===== src/rtl/soc_io_ports.sv =====
// Memory-mapped I/O page for the RISC-V SOC: LED register, 8N1 UART transmitter,
// status word and free-running cycle counter, all read back with one cycle of latency.
module soc_io_ports #(
  parameter int CLK_FREQ_HZ = 25000000,
  parameter int BAUD        = 115200,
  parameter int NUM_LEDS    = 8,
  parameter int IO_ADDR_BIT = 22
) (
  input  logic                clk,
  input  logic                rst,
  input  logic [31:0]         mem_addr,
  input  logic [31:0]         mem_wdata,
  input  logic [3:0]          mem_wmask,
  input  logic                mem_rstrb,
  output logic [31:0]         io_rdata,
  output logic [NUM_LEDS-1:0] leds,
  output logic                uart_txd,
  output logic                uart_busy
);

  localparam int DIV = CLK_FREQ_HZ / BAUD;
  localparam int CW  = (DIV > 2) ? $clog2(DIV) : 1;
  localparam logic [CW-1:0] BAUD_LAST = CW'(DIV - 1);

  typedef enum logic [1:0] {S_IDLE, S_START, S_DATA, S_STOP} uart_state_t;

  uart_state_t       r_state, w_state_next;
  logic [CW-1:0]     r_baud, w_baud_next;
  logic [2:0]        r_bit, w_bit_next;
  logic [7:0]        r_shift, w_shift_next;
  logic              r_txd, w_txd_next;
  logic              r_busy;
  logic [NUM_LEDS-1:0] r_leds;
  logic [31:0]       r_rdata, r_cycles;

  logic        w_sel, w_led_wr, w_uart_wr, w_baud_end;
  logic [1:0]  w_word;
  logic [31:0] w_leds_wide, w_read_val;
  logic        w_unused;

  assign w_sel      = mem_addr[IO_ADDR_BIT];
  assign w_word     = mem_addr[3:2];
  assign w_led_wr   = w_sel && (w_word == 2'd0) && (|mem_wmask);
  assign w_uart_wr  = w_sel && (w_word == 2'd1) && mem_wmask[0];
  assign w_baud_end = (r_baud == BAUD_LAST);

  // Address/data bits outside the decoded fields are deliberately ignored.
  assign w_unused = &{1'b0, mem_addr, mem_wdata, w_leds_wide};

  // NOTE: every variable written in always_comb gets a default first, so no latch is inferred.
  always_comb begin
    w_leds_wide = 32'(r_leds);
    for (int b = 0; b < 4; b++) begin
      if (mem_wmask[b]) w_leds_wide[8*b +: 8] = mem_wdata[8*b +: 8];
    end
  end

  always_comb begin
    w_read_val = '0;
    unique case (w_word)
      2'd0:    w_read_val = 32'(r_leds);
      2'd1:    w_read_val = '0;
      2'd2:    w_read_val = {31'd0, r_busy};
      default: w_read_val = r_cycles;
    endcase
  end

  // Next-state logic; the baud counter restarts at every state or bit change.
  always_comb begin
    w_state_next = r_state;
    w_baud_next  = r_baud;
    w_bit_next   = r_bit;
    w_shift_next = r_shift;
    unique case (r_state)
      S_IDLE: begin
        if (w_uart_wr) begin
          w_state_next = S_START;
          w_baud_next  = '0;
          w_shift_next = mem_wdata[7:0];
        end
      end
      S_START: begin
        if (w_baud_end) begin
          w_state_next = S_DATA;
          w_baud_next  = '0;
          w_bit_next   = '0;
        end else begin
          w_baud_next = r_baud + 1'b1;
        end
      end
      S_DATA: begin
        if (w_baud_end) begin
          w_baud_next  = '0;
          w_shift_next = {1'b0, r_shift[7:1]};
          if (r_bit == 3'd7) w_state_next = S_STOP;
          else               w_bit_next   = r_bit + 1'b1;
        end else begin
          w_baud_next = r_baud + 1'b1;
        end
      end
      default: begin
        if (w_baud_end) begin
          w_state_next = S_IDLE;
          w_baud_next  = '0;
        end else begin
          w_baud_next = r_baud + 1'b1;
        end
      end
    endcase

    // txd is registered from the next state, so the line changes on the same edge as the FSM.
    unique case (w_state_next)
      S_START: w_txd_next = 1'b0;
      S_DATA:  w_txd_next = w_shift_next[0];
      default: w_txd_next = 1'b1;
    endcase
  end

  // NOTE: sequential state uses non-blocking assignments only, so all flops sample pre-edge values.
  always_ff @(posedge clk) begin
    if (rst) begin
      r_state  <= S_IDLE;
      r_baud   <= '0;
      r_bit    <= '0;
      r_shift  <= '0;
      r_txd    <= 1'b1;
      r_busy   <= 1'b0;
      r_leds   <= '0;
      r_rdata  <= '0;
      r_cycles <= '0;
    end else begin
      r_state  <= w_state_next;
      r_baud   <= w_baud_next;
      r_bit    <= w_bit_next;
      r_shift  <= w_shift_next;
      r_txd    <= w_txd_next;
      r_busy   <= (w_state_next != S_IDLE);
      r_cycles <= r_cycles + 32'd1;
      if (w_led_wr) r_leds <= w_leds_wide[NUM_LEDS-1:0];
      if (w_sel && mem_rstrb) r_rdata <= w_read_val;
    end
  end

  assign io_rdata  = r_rdata;
  assign leds      = r_leds;
  assign uart_txd  = r_txd;
  assign uart_busy = r_busy;

endmodule


===== config.mk =====
export PLATFORM = sky130hd
export DESIGN_NAME = soc_io_ports
export DESIGN_NICKNAME = d
export VERILOG_FILES = /design/src/rtl/soc_io_ports.sv
export SDC_FILE = /design/constraint.sdc
export NUM_CORES = 1
export LEC_CHECK = 0
export BUFFER_PORTS_ARGS = -buffer_cell sky130_fd_sc_hd__buf_2
export CORE_MARGIN = 5
export CORE_UTILIZATION = 55
export DETAILED_ROUTE_END_ITERATION = 10
export GPL_TIMING_DRIVEN = 1
export PLACE_DENSITY = 0.83
export REMOVE_ABC_BUFFERS = 1
export SYNTH_ARGS = -nofsm -noshare
export SYNTH_HDL_FRONTEND = slang
export SYNTH_SLANG_ARGS = --single-unit

===== constraint.sdc =====
create_clock -name clk -period 2.9 [get_ports clk]
set_input_delay 0.145 -clock clk [delete_from_list [all_inputs] [get_ports clk]]
set_output_delay 0.145 -clock clk [all_outputs]
set_load 0.005 [all_outputs]

==> impl_metrics.yaml <==
sta:
  rsz0062_at_grt: "false"
  fmax_mhz: 452
  period_needed_ns: 2.21
  setup-tns-final_ns: 0
  min_period_over_period_pct: 76.3
  whs_ns: 0.0386
  hold_violations: 0
  relSlewSlack_pct: 35.8
  tightest_slew_ns: 0.963
  finalSetupViolCount: 0
  fin_skew_ns: 0.0117
  drv_slew: 0
finish:
  multi_input_area_um2: 1990
  layout.nets: 576
  nFillCells: 602
  insertedDiodeCount: 0
  final_common_cell: "dfxtp_1"
  final_cell_mix: "dfxtp_1 (95), nor2_1 (66), buf_2 (56)"
  drive_above_1_share_pct: 17.3
  ff_latch_area_um2: 1900
  area_growth_pct: 13.0
yosys:
  synth_cell_types: 47
  synthArstFlopShare_pct: 0
  synth_top_cell_by_area: "dfxtp_1"
  ys_warn_count: 0
  synth_cells: 460
  synth_top_cell_area_share_pct: 46.8
  ys_seq_area_share_pct: 46.8
  post_synth_main_area_contributors: "dfxtp_1 (47%), nor2_1 (6.1%), a22oi_1 (5.9%)"
  dominantRegCellSynth: "dfxtp_1"
  synth_area_um2: 4070
  synth_edf_count: 0
  ys_ff_latch: 95
  syn_area_per_cell_um2: 8.84
placed_design:
  portBuffers: 56
  gp_congestion: 0.790
  dp_hpwl_mm: 6.19
floorplanning:
  core_area_um2: 7210
  dieHeight_um: 96
  io_pins: 113
  dieArea_um2: 9220
  start_util_pct: 56.4
  die_x_um: 96
  core.rowCount: 31
setup_path:
  timing.reg2reg.setup_slack_ns: 0.69
  cp-startpoint: "r_cycles[2]$_SDFF_PP0_"
  r2r-end: "r_cycles[27]$_SDFF_PP0_"
  r2r_start: "r_cycles[2]$_SDFF_PP0_"
  start_kind: "register"
  worstPathRequired_ns: 3.18
  crit_end: "r_cycles[27]$_SDFF_PP0_"
  path_class: "reg -> reg"
  worst-endpoint-arrival_ns: 2.49
  cp-end-kind: "register"
  path_max_fanout: 13
  r2r_cells: 4
cts:
  cts_hold_buf: 0
  cts.sinks: 95
  cts_tree: "done"
  cts_inserted_buffers: 9
  path_clk_slew_ns: 0.08
  insertion_delay_ns: 0.36
  cts-root-buf: "clkbuf_8"
  post_cts_buffers: 0
  clock_path_buffers: 2
  cts_htree_levels: 3
  ctsResizeCount: 0
power:
  ir_worst_vdd_mv: 0.284
  p_leak_nw: 1.68
  p_per_area_nw_per_um2: 532
status:
  status: "complete, no violations"
hold_path:
  holdCritPathClass: "in -> reg"
grt:
  grt_pass1_vias: 3282
  antenna_found_initial: 0
  grt_first_pass_wirelength_mm: 15.2
  grt-ovfl-total: 0
  grtUsageTotal_pct: 20.9
  grt_max_degree: 51
routing:
  viasPerCell: 6.00
  dr.pass1.iters: 4
  final_antenna_net_count: 0
  wl_per_cell_um: 15.2
  drc: 0
  drt_wl_total_mm: 9.16
  dr_total_vias: 3618
  drt_iter0_markers: 197
run:
  drv_cap: 0
-- flip-flops by register name, indices dropped and copies added, names as in the netlist --
signal / count
leds: 8
uart_busy: 1
r_bit: 3
io_rdata: 32
r_state: 2
r_shift: 8
uart_txd: 1
r_cycles: 32
r_baud: 8
-- critical path, stage by stage (launching register included) --
cell,delay (ns)
dfxtp_1,0.45
nand3_2,0.26
or4_1,0.72
or4_1,0.53
a21oi_1,0.17
-- synth_stat cells (4+ instances only) --
cell type	n
a21oi_1	35
a311oi_1	6
nor2b_1	6
ha_1	5
and3_1	7
clkbuf_1	25
or4_1	12
o21ai_0	8
nand2b_1	4
or3_1	4
inv_1	8
a22oi_1	32
nand3_1	23
mux2i_1	10
nand2_1	25
nor2_1	66
nor3_1	14
xor2_1	4
nor4_1	5
a221oi_1	8
dfxtp_1	95
xnor2_1	8
o31ai_1	9
-- where the power goes --
group / switching, mW / internal (mW)
registers: 0.0145 / 1.32
logic: 0.0710 / 0.0400
clock network: 0.432 / 0.568
-- metrics by stage --
step	utilization (%)	cell area (µm²)	worst slack [ns]	cells	total power, mW
after floorplan	-	3930	0.972	429	1.41
after global placement	60.6	4370	0.798	588	1.47
after detailed placement	60.6	4370	0.740	588	1.48
after CTS	63.7	4600	0.718	603	2.47
after global routing	63.7	4600	0.552	603	2.54
final	63.7	4600	0.686	603	2.44
-- layout make-up --
| type | instances | area share, % |
|---|---|---|
| multi-input combinational | 326 | 43.3 |
| sequential | 95 | 41.4 |
| timing repair buffer | 60 | 7.02 |
| clock buffer | 11 | 2.86 |
| tap | 99 | 2.69 |
| clock inverter | 4 | 2.07 |
| inverter | 8 | 0.653 |
-- worst min-delay path by stage --
stage / slack [ns] / to / start / depth (start not counted)
final: 0.04 / r_shift[7]$_SDFFE_PP0P_ / mem_wdata[7] / 3
after global routing: 0.04 / leds[5]$_SDFFE_PP0P_ / mem_wdata[5] / 3
after CTS: 0.02 / r_shift[7]$_SDFFE_PP0P_ / mem_wdata[7] / 3
after detailed placement: 0.41 / r_shift[7]$_SDFFE_PP0P_ / mem_wdata[7] / 3
after global placement: 0.40 / leds[7]$_SDFFE_PP0P_ / mem_wdata[7] / 3
after floorplan: 0.21 / r_cycles[0]$_SDFF_PP0_ / rst / 1
-- metal layers --
metal	up-vias	part of all wire (%)	track usage [%]
met3	11	7.2	6.25
met5	-	0	0
met1	1724	44	27.1
met4	0	1.1	6.04
li1	1762	-	-
met2	121	48	33.8
-- logic make-up after synthesis --
logic type      Yosys count  synth area share, %
xor+xnor                 12                 2.58
simple gates            190                 24.1
fa+ha+maj                 5                 1.54
buf+inv                  39                 4.24
compound gates          106                 17.5
mux                      13                 3.29
flops                    95                 46.8
Note: power is estimated with default switching activity, not from simulation.
